--- src/rtl/shift_div_pkg.sv ---
// Shared types and constants for the shift/subtract divider.
package shift_div_pkg;

  typedef enum logic [1:0] {
    IDLE = 2'd0,
    CALC = 2'd1,
    DONE = 2'd2
  } state_t;

  localparam int unsigned DEF_DW = 8;
  localparam int unsigned DEF_VW = 4;

  // Wide enough for any practical DW; truncated to DW at the use site.
  localparam logic [63:0] DBZ_QUOTIENT = '1;

endpackage

--- src/rtl/shift_sub_divider_if.sv ---
// Request/result bundle between a requester and the divider.
interface shift_sub_divider_if
  import shift_div_pkg::*;
#(
  parameter int unsigned DW = DEF_DW,
  parameter int unsigned VW = DEF_VW
);

  logic          start;
  logic [DW-1:0] dividend;
  logic [VW-1:0] divisor;
  logic          busy;
  logic          done;
  logic [DW-1:0] quotient;
  logic [VW-1:0] remainder;
  logic          div_by_zero;

  modport master (
    output start, dividend, divisor,
    input  busy, done, quotient, remainder, div_by_zero
  );

  modport slave (
    input  start, dividend, divisor,
    output busy, done, quotient, remainder, div_by_zero
  );

endinterface

--- src/rtl/shift_sub_step.sv ---
// One restoring-division iteration: shift in a dividend bit, subtract if it fits.
module shift_sub_step #(
  parameter int unsigned VW = 4
) (
  input  logic [VW-1:0] i_r_in,
  input  logic          i_bit,
  input  logic [VW-1:0] i_divisor,
  output logic [VW-1:0] o_r_out_c,
  output logic          o_qbit_c
);

  logic [VW:0] w_shift;
  logic [VW:0] w_dvs;

  assign w_shift  = {i_r_in, i_bit};
  assign w_dvs    = {1'b0, i_divisor};
  assign o_qbit_c = (w_shift >= w_dvs);

  // The restored value is always below the divisor, so it fits in VW bits.
  assign o_r_out_c = VW'(o_qbit_c ? (w_shift - w_dvs) : w_shift);

endmodule

--- src/rtl/shift_sub_divider.sv ---
// Multi-cycle restoring divider: one quotient bit per clock, DW steps per operation.
module shift_sub_divider
  import shift_div_pkg::*;
#(
  parameter int unsigned DW = DEF_DW,
  parameter int unsigned VW = DEF_VW
) (
  input  logic          clk,
  input  logic          rst,
  shift_sub_divider_if.slave bus
);

  localparam int unsigned CW = $clog2(DW + 1);

  state_t        r_state;
  state_t        w_next;

  logic [DW-1:0] r_dvd;
  logic [VW-1:0] r_dvs;
  logic [VW-1:0] r_part;
  logic [DW-1:0] r_q;
  logic [CW-1:0] r_cnt;

  logic          r_busy;
  logic          r_done;
  logic [DW-1:0] r_quotient;
  logic [VW-1:0] r_remainder;
  logic          r_dbz;

  logic [VW-1:0] w_r_out;
  logic          w_qbit;
  logic          w_last;
  logic          w_dvs_zero;

  shift_sub_step #(.VW(VW)) u_step (
    .i_r_in    (r_part),
    .i_bit     (r_dvd[DW-1]),
    .i_divisor (r_dvs),
    .o_r_out_c (w_r_out),
    .o_qbit_c  (w_qbit)
  );

  assign w_last     = (r_cnt == CW'(DW - 1));
  assign w_dvs_zero = (bus.divisor == '0);

  // State register
  always_ff @(posedge clk or posedge rst) begin
    if (rst) r_state <= IDLE;
    else     r_state <= w_next;
  end

  // Next-state logic
  always_comb begin
    w_next = r_state;
    case (r_state)
      IDLE: if (bus.start) w_next = w_dvs_zero ? DONE : CALC;
      CALC: if (w_last)    w_next = DONE;
      DONE:                w_next = IDLE;
      default:             w_next = IDLE;
    endcase
  end

  // Datapath, step counter and result registers
  always_ff @(posedge clk or posedge rst) begin
    if (rst) begin
      r_dvd       <= '0;
      r_dvs       <= '0;
      r_part      <= '0;
      r_q         <= '0;
      r_cnt       <= '0;
      r_busy      <= 1'b0;
      r_done      <= 1'b0;
      r_quotient  <= '0;
      r_remainder <= '0;
      r_dbz       <= 1'b0;
    end else begin
      r_busy <= (w_next == CALC);
      r_done <= (w_next == DONE);
      case (r_state)
        IDLE: begin
          if (bus.start && !w_dvs_zero) begin
            r_dvd  <= bus.dividend;
            r_dvs  <= bus.divisor;
            r_part <= '0;
            r_q    <= '0;
            r_cnt  <= '0;
          end else if (bus.start) begin
            r_quotient  <= DW'(DBZ_QUOTIENT);
            r_remainder <= '0;
            r_dbz       <= 1'b1;
          end
        end
        CALC: begin
          r_part <= w_r_out;
          r_dvd  <= {r_dvd[DW-2:0], 1'b0};
          r_q    <= {r_q[DW-2:0], w_qbit};
          r_cnt  <= r_cnt + CW'(1);
          if (w_last) begin
            r_quotient  <= {r_q[DW-2:0], w_qbit};
            r_remainder <= w_r_out;
            r_dbz       <= 1'b0;
          end
        end
        default: ;
      endcase
    end
  end

  assign bus.busy        = r_busy;
  assign bus.done        = r_done;
  assign bus.quotient    = r_quotient;
  assign bus.remainder   = r_remainder;
  assign bus.div_by_zero = r_dbz;

endmodule

--- src/flat_wrapper.sv ---
// flat-port wrapper written by rule: the top's interface ports become plain ports
module shift_sub_divider_flat import shift_div_pkg::*;
#(
  parameter int unsigned DW = DEF_DW,
  parameter int unsigned VW = DEF_VW
)
  (clk, rst, bus_start, bus_dividend, bus_divisor, bus_busy, bus_done, bus_quotient, bus_remainder, bus_div_by_zero);
  shift_sub_divider_if #(.DW(DW), .VW(VW)) bus_i ();
  input  logic clk;
  input  logic rst;
  input wire logic [$bits(bus_i.start)-1:0] bus_start;
  input wire logic [$bits(bus_i.dividend)-1:0] bus_dividend;
  input wire logic [$bits(bus_i.divisor)-1:0] bus_divisor;
  output wire logic [$bits(bus_i.busy)-1:0] bus_busy;
  output wire logic [$bits(bus_i.done)-1:0] bus_done;
  output wire logic [$bits(bus_i.quotient)-1:0] bus_quotient;
  output wire logic [$bits(bus_i.remainder)-1:0] bus_remainder;
  output wire logic [$bits(bus_i.div_by_zero)-1:0] bus_div_by_zero;
  assign bus_i.start = bus_start;
  assign bus_i.dividend = bus_dividend;
  assign bus_i.divisor = bus_divisor;
  assign bus_busy = bus_i.busy;
  assign bus_done = bus_i.done;
  assign bus_quotient = bus_i.quotient;
  assign bus_remainder = bus_i.remainder;
  assign bus_div_by_zero = bus_i.div_by_zero;
  shift_sub_divider #(.DW(DW), .VW(VW)) u_core (.clk(clk), .rst(rst), .bus(bus_i));
endmodule
--- config.mk ---
export PLATFORM = sky130hd
export DESIGN_NAME = shift_sub_divider_flat
export DESIGN_NICKNAME = d
export VERILOG_FILES = /design/src/rtl/shift_div_pkg.sv /design/src/rtl/shift_sub_divider_if.sv /design/src/rtl/shift_sub_step.sv /design/src/rtl/shift_sub_divider.sv /design/src/flat_wrapper.sv
export SDC_FILE = /design/constraint.sdc
export NUM_CORES = 1
export LEC_CHECK = 0
export ABC_AREA = 1
export BUFFER_PORTS_ARGS = -buffer_cell sky130_fd_sc_hd__buf_2
export CAP_MARGIN = 20
export CORE_MARGIN = 2
export CORE_UTILIZATION = 40
export CTS_BUF_LIST = sky130_fd_sc_hd__clkbuf_2
export DETAILED_ROUTE_END_ITERATION = 10
export GPL_TIMING_DRIVEN = 0
export SETUP_SLACK_MARGIN = 0.3
export SYNTH_ARGS = -nofsm -noshare
export SYNTH_HDL_FRONTEND = slang
export SYNTH_HIERARCHICAL = 1
export SYNTH_SLANG_ARGS = --single-unit
export TNS_END_PERCENT = 1
--- constraint.sdc ---
create_clock -name clk -period 1.3 [get_ports clk]
set_input_delay 0.26 -clock clk [delete_from_list [all_inputs] [get_ports clk]]
set_output_delay 0.26 -clock clk [all_outputs]
set_load 0.05 [all_outputs]
==> run_results.csv, run 1 <==
group,metric,value,unit
cts,htree_num_levels,2,
placement,pre_cts_ws,-253,ps
critical_path,cp_cell_sequence,"ha_4, fa_2, inv_1, nand2_2, nand2_2, nand2_1, nand2_1",
cells_and_area,final_cell_mix,"74 x nand2_1, 42 x dfrtp_1, 19 x inv_1",
sta,hold_viol,0,
die,die_w,79.5,um
cts,clock-root-buffer,"clkbuf_2",
detailed_routing,drc,0,
sta,rsz0062_at_grt,"yes",
logic_synthesis,synth-simple-area-share,29.9,%
logic_synthesis,syn_inst,258,
global_routing,grt_pass1_wl,8130,um
cells_and_area,areaGrowthSynthToFinish,27.4,%
logic_synthesis,synth_warnings,6,
cts,cts_tree,"done",
power_and_ir_drop,p_seq_share,27.0,%
detailed_routing,drt-wirelength-per-cell,12.3,um
logic_synthesis,synth_compound_area_share,8.12,%
cells_and_area,regArea,1100,um^2
power_and_ir_drop,p_leak,1.46,nW
critical_path,cp-start-kind,"flop",
critical_path,required,1620,ps
sta,finClkSkew,15.4,ps
sta,slew_headroom,79.0,%
sta,period_share,117,%
critical_path,cp.arrival,1840,ps
global_routing,antenna_found_initial,0,
cts,clock_sinks,44,
cells_and_area,diodes,0,
logic_synthesis,syn_nets,279,
sta,finalCriticalPeriod,1520,ps
sta,finalSetupTns,-2140,ps
power_and_ir_drop,vdd_ir_drop_max,1.13,mV
cells_and_area,final_common_cell,"nand2_1",
cells_and_area,nNetsFinal,323,
logic_synthesis,synth.area.mux_share,0,%
die,core-area,5510,um^2
run,max_cap_viol_count,0,
power_and_ir_drop,switchingPower,4.15,mW
sta,finalSetupViolations,28,
placement,dp_hpwl,3250,um
outcome,violations,"setup timing",
critical_path,endpoint_kind,"flop",
cts,path_clk_slew,220,ps
logic_synthesis,synth-seq-area-share,48.3,%
power_and_ir_drop,comb_power_share,64.2,%
power_and_ir_drop,power.density,2980,nW/um^2
logic_synthesis,synth.largest_area_cell,"dfrtp_1",
die,die_area,6320,um^2
outcome,status,"complete, but fails checks",
cts,cts_buffers,5,
cts,clk_latency,410,ps
die,start_util,41.4,%
cells_and_area,multiInputGateArea,1110,um^2
placement,io_buffer_count,29,
logic_synthesis,synth_fa_ha_area_share,3.62,%
sta,setup_ws,-222,ps
cts,clk_path_buf_depth,2,
die,io_pins,30,
global_routing,track_usage,16.5,%
power_and_ir_drop,switching_share,48.0,%
sta,finalMaxSlewViolations,0,
power_and_ir_drop,p_clk_share,8.9,%
logic_synthesis,yosys-top-cells-area,"dfrtp_1 48%, nand2_1 14%, o21ai_2 5.4%, nand3_1 4.2%, inv_1 4.1%",
detailed_routing,dr_total_vias,1767,
detailed_routing,antenna_left,0,
detailed_routing,drt_wl_total,4610,um
logic_synthesis,yosysUniqueCellTypes,26,
critical_path,cp_slowest_stage_delay,510,ps
critical_path,crit_fanout,2,
logic_synthesis,synth-xor-area-share,1.15,%
critical_path,critPathSlowestCell,"fa_2",
cells_and_area,fillers,508,
logic_synthesis,synth_top_family_by_area,"simple AND/OR/NAND/NOR gates",
critical_path,crit_type,"flop to flop",
global_routing,first_global_vias,1748,
detailed_routing,first_pass_iters,4,
cells_and_area,finish.utilization,52.7,%
sta,max_slew.worst_pin.slew,313,ps
logic_synthesis,synth_top_area_share,48.3,%
logic_synthesis,syn_avg_cell_area,8.84,um^2
sta,fmax,657,MHz
placement,routabilityCongestion,0.783,
die,rows,27,
logic_synthesis,ys_seq_elements,44,
detailed_routing,via_per_inst,4.71,
logic_synthesis,syn-cell-area,2280,um^2
detailed_routing,drtIter0Drc,64,
cells_and_area,drive_above_1_share,41.3,%
power_and_ir_drop,p_int,4.50,mW
global_routing,grt_max_degree,33,
worst_hold_path,hp-class,"primary input to flop",
die,die_y,79.5,um
global_routing,globalRouteOverflowTotal,0,
## power groups by stage
| stage | Clock (mW) | Combinational [mW] | Sequential, mW |
|---|---|---|---|
| after global placement | 0 | 4.60 | 2.30 |
| after floorplan | 0 | 3.16 | 2.91 |
| after global routing | 0.855 | 6.15 | 2.40 |
| after detailed placement | 0 | 4.70 | 2.32 |
| after CTS | 0.793 | 5.15 | 2.31 |
| final | 0.766 | 5.55 | 2.33 |
## synth_stat cells
| cell type | number |
|---|---|
| fa_1 | 1 |
| or2_4 | 1 |
| nand3b_1 | 1 |
| buf_12 | 2 |
| nand2_2 | 8 |
| o21ai_0 | 9 |
| inv_2 | 4 |
| inv_4 | 1 |
| xor2_1 | 1 |
| nand2_1 | 86 |
| buf_4 | 1 |
| buf_2 | 5 |
| xnor2_1 | 2 |
| clkbuf_1 | 1 |
| inv_1 | 25 |
| nand3_1 | 19 |
| nand3_4 | 1 |
| nor2_1 | 6 |
| ha_1 | 5 |
| nand4_1 | 9 |
| o21ai_2 | 14 |
| a21oi_2 | 2 |
| nor2_4 | 3 |
| dfrtp_1 | 44 |
| buf_6 | 1 |
| nand2_4 | 6 |
## layout make-up
type / instances / share of cell area, %
inverters: 30 / 3.96
clock buffers: 6 / 1.03
repair buffers: 37 / 10.8
multi-input cells: 174 / 38.3
clock inverters: 2 / 1.21
flip-flops and latches: 44 / 38.0
plain buffers: 10 / 3.62
well taps: 72 / 3.10
## timing repair
action	in CTS	in global routing
pin swaps	5	18
endpoints found under the setup margin	59	59
gates resized for setup	39	26
hold endpoints to repair	12	0
hold buffers	1	0
setup buffers	4	2
## state kept, by name (all words and copies together) (netlist names)
| register | flops |
|---|---|
| u_core/r_cnt | 4 |
| u_core/r_part | 4 |
| u_core/bus.div_by_zero | 1 |
| u_core/bus.remainder | 4 |
| u_core/bus.busy | 1 |
| u_core/r_q | 7 |
| u_core/r_state | 2 |
| u_core/r_dvd | 8 |
| u_core/r_dvs | 4 |
| u_core/bus.done | 1 |
| u_core/bus.quotient | 8 |
## critical path, delay by kind of cell, from the launching register on
kind	cells	cell delay, ps
adders and majority gates	2	690
buffers and inverters	1	50
DFF	1	470
and+or+nand+nor	4	230
## through the flow
step	instances	hold slack (ps)	area, um^2	total power, mW
2_1_floorplan	258	377	2320	6.07
3_3_place_gp	359	449	2560	6.90
3_5_place_dp	360	219	2580	7.01
4_1_cts	373	39.9	2810	8.26
5_1_grt	375	43.0	2900	9.41
6_report	375	48.6	2900	8.65
## final timing paths
path | start | to | slack (ps) | depth (start not counted)
worst max-delay path | u_core/r_dvs[0]$_DFFE_PP0P_ | u_core/bus.remainder[1]$_DFFE_PP0P_ | -220 | 7
worst min-delay path | bus_divisor[1] | u_core/r_dvs[1]$_DFFE_PP0P_ | 50 | 3
worst max register to register | u_core/r_dvs[0]$_DFFE_PP0P_ | u_core/bus.remainder[1]$_DFFE_PP0P_ | -220 | 7
worst min register to register | u_core/r_q[3]$_DFFE_PP0P_ | u_core/r_q[4]$_DFFE_PP0P_ | 500 | 2
max in group asynchronous | rst | u_core/r_dvd[2]$_DFFE_PP0P_ | 540 | 4
min in group asynchronous | rst | u_core/bus.quotient[6]$_DFFE_PP0P_ | 290 | 3
## routing by layer
| metal | vias up | track usage, % | part of all wire (%) |
|---|---|---|---|
| li1 | 902 | - | - |
| met1 | 823 | 21.5 | 47 |
| met2 | 36 | 27.6 | 48 |
| met3 | 6 | 3.85 | 4.1 |
| met4 | 0 | 4.14 | 1.4 |
| met5 | - | 0 | 0 |
## kinds of logic (layout without fill, tap and decap cells)
| logic type | count (synthesis) | after routing |
|---|---|---|
| AO/OA/AOI/OAI | 25 | 25 |
| XOR/XNOR | 3 | 3 |
| AND/OR/NAND/NOR | 140 | 140 |
| adder cells (fa/ha/maj) | 6 | 6 |
| flip-flops | 44 | 44 |
| buffers and inverters | 40 | 85 |
Power figures use the tool's default switching activity.
==> run 2: changes to the inputs <==
- ABC_AREA: 1 -> unset
==> run_results.csv, run 2 <==
group,metric,value,unit
run,max_cap_viol_count,0,
outcome,status,"complete, but fails checks",
global_routing,grt_pass1_wl,7560,um
global_routing,antenna_found_initial,0,
sta,hold_ws,79.2,ps
cts,htree_num_levels,2,
logic_synthesis,syn-cell-area,2060,um^2
critical_path,required,1590,ps
power_and_ir_drop,p_leak,1.24,nW
worst_hold_path,hp-class,"primary input to flop",
detailed_routing,drt_wl_total,4660,um
logic_synthesis,ys_seq_elements,44,
sta,finalSetupTns,-6640,ps
power_and_ir_drop,power.density,3110,nW/um^2
detailed_routing,via_per_inst,5.11,
logic_synthesis,yosysMostFrequentCell,"dfrtp_1",
detailed_routing,drtIter0Drc,76,
die,core-area,5040,um^2
critical_path,cp_slowest_stage_delay,490,ps
global_routing,track_usage,17.9,%
placement,io_buffer_count,29,
cts,cts_tree,"done",
cts,clk_latency,390,ps
die,rows,26,
logic_synthesis,yosysUniqueCellTypes,42,
cts,clk_path_buf_depth,2,
global_routing,use_met2,25.8,%
die,start_util,40.8,%
sta,rsz0062_at_grt,"yes",
logic_synthesis,syn_inst,195,
logic_synthesis,synth-xor-area-share,0.426,%
logic_synthesis,syn_avg_cell_area,10.5,um^2
cells_and_area,nNetsFinal,268,
cells_and_area,diodes,0,
logic_synthesis,synth_enable_flop_cells,0,
cells_and_area,final_cell_mix,"44 x dfrtp_1, 41 x nand2_1, 17 x buf_2, 17 x buf_6, 16 x buf_4",
global_routing,globalRouteOverflowTotal,0,
sta,fmax,566,MHz
outcome,violations,"setup timing",
cells_and_area,fillers,433,
global_routing,grt_max_degree,28,
sta,max_slew.worst_pin.slew,480,ps
logic_synthesis,async_flop_share,100,%
sta,finalSetupViolations,37,
sta,finalCriticalPeriod,1770,ps
power_and_ir_drop,vdd_ir_drop_max,1.34,mV
cts,clock-root-buffer,"clkbuf_2",
placement,dp_cells,295,
critical_path,crit_fanout,4,
sta,setup_ws,-468,ps
logic_synthesis,synth_fa_ha_area_share,4.01,%
logic_synthesis,yosys-top-cells-area,"dfrtp_1 54%, nand2_1 7.5%, o21ai_0 3.6%, o22a_1 3.4%, ha_1 3.0%",
critical_path,cp-start-kind,"flop",
logic_synthesis,synth.largest_area_cell,"dfrtp_1",
sta,slew_headroom,67.8,%
global_routing,busiest_layer,"met1",
cts,clock_sinks,44,
cells_and_area,areaGrowthSynthToFinish,32.1,%
placement,dp_hpwl,3020,um
cells_and_area,fin_cells,318,
die,die_w,75.7,um
critical_path,critPathSlowestCell,"dfrtp_1",
sta,finalMaxSlewViolations,0,
detailed_routing,drc,0,
detailed_routing,dr_total_vias,1625,
critical_path,cp.arrival,2060,ps
detailed_routing,drt-wirelength-per-cell,14.7,um
cells_and_area,final_common_cell,"dfrtp_1",
sta,finClkSkew,19.1,ps
logic_synthesis,synth.area.mux_share,2.19,%
sta,period_share,136,%
logic_synthesis,synth-simple-area-share,17.7,%
die,die_y,75.7,um
die,io_pins,30,
cells_and_area,finish.utilization,53.9,%
placement,routabilityCongestion,0.728,
cells_and_area,drive_above_1_share,39.5,%
logic_synthesis,synth_top_family_by_area,"compound AO/OA/AOI/OAI gates",
critical_path,cp_cell_sequence,"ha_4, nand4_1, nand2_2, nor2_4, mux2_4, a22o_1",
critical_path,endpoint_kind,"flop",
cts,cts_buffers,5,
logic_synthesis,synth-seq-area-share,53.5,%
logic_synthesis,synth_top_area_share,53.5,%
sta,hold_viol,0,
detailed_routing,first_pass_iters,4,
critical_path,crit_type,"flop to flop",
cts,path_clk_slew,220,ps
logic_synthesis,synthTopCellsByCount,"44 x dfrtp_1, 41 x nand2_1, 15 x o21ai_0",
die,die_area,5730,um^2
global_routing,grt_use_met3,4.63,%
global_routing,first_global_vias,1526,
logic_synthesis,synth_compound_area_share,17.8,%
logic_synthesis,synth_warnings,6,
global_routing,use_met1,26.0,%
detailed_routing,antenna_left,0,
logic_synthesis,synth_ff_type,"dfrtp_1",
logic_synthesis,syn_nets,216,
==> run 2: power breakdown <==
| part | switching [mW] | internal (mW) |
|---|---|---|
| logic | 2.79 | 2.43 |
| clock network | 0.420 | 0.331 |
| registers | 0.483 | 1.99 |
==> run 2: final timing paths <==
kind / cells past startpoint / start / slack (ps) / to
hold reg to reg: 1 / u_core/r_cnt[3]$_DFFE_PP0P_ / 510 / u_core/r_cnt[3]$_DFFE_PP0P_
setup / recovery: 6 / u_core/r_part[0]$_DFFE_PP0P_ / -470 / u_core/bus.remainder[2]$_DFFE_PP0P_
setup reg to reg: 6 / u_core/r_part[0]$_DFFE_PP0P_ / -470 / u_core/bus.remainder[2]$_DFFE_PP0P_
min in group asynchronous: 3 / rst / 370 / u_core/r_dvd[3]$_DFFE_PP0P_
hold / removal: 3 / bus_dividend[0] / 80 / u_core/r_dvd[0]$_DFFE_PP0P_
max in group asynchronous: 4 / rst / 440 / u_core/bus.remainder[1]$_DFFE_PP0P_
==> run 2: cell type report <==
class | instances | area, um^2 | share of cell area, %
tap | 70 | 87.6 | 3.22
buffer | 10 | 72.6 | 2.67
inverter | 9 | 36.3 | 1.34
clock inverter | 2 | 35.0 | 1.29
clock buffer | 6 | 30.0 | 1.11
multi-input combinational | 132 | 980 | 36.1
timing repair buffer | 45 | 374 | 13.8
sequential | 44 | 1100 | 40.5
==> run 2: repair_timing <==
| item | 4_1_cts | 5_1_grt |
|---|---|---|
| hold buffers | 1 | 0 |
| endpoints found under the setup margin | 59 | 59 |
| endpoints found under the hold margin | 17 | 0 |
| pin swaps | 28 | 9 |
| buffers inserted | 8 | 6 |
| gates resized for setup | 51 | 16 |
==> run 2: critical path: cells and delay by family (launching register included) <==
| family | cells | cell delay [ps] |
|---|---|---|
| AOI/OAI and AO/OA | 1 | 230 |
| muxes | 1 | 320 |
| DFF | 1 | 490 |
| and+or+nand+nor | 3 | 360 |
| adders and majority gates | 1 | 280 |
==> run 2: cells by family after synthesis <==
| kind of cell | count (synthesis) |
|---|---|
| XOR/XNOR | 1 |
| buffers and inverters | 19 |
| multiplexers | 4 |
| AO/OA/AOI/OAI | 49 |
| flip-flops | 44 |
| adder cells (fa/ha/maj) | 6 |
| AND/OR/NAND/NOR | 72 |
==> run 2: metrics by stage <==
step	instance area, um^2	total power [mW]	setup WS (ps)
6_report	2720	8.45	-468
5_1_grt	2720	9.03	-530
4_1_cts	2620	7.85	-413
3_5_place_dp	2320	6.21	-488
3_3_place_gp	2300	6.16	-617
2_1_floorplan	2070	5.37	-371
==> run 2: per-layer routing <==
metal	up-vias	part of all wire, %
met5	-	0
met4	0	2.3
met1	791	46
met3	10	3.1
li1	791	-
met2	33	48
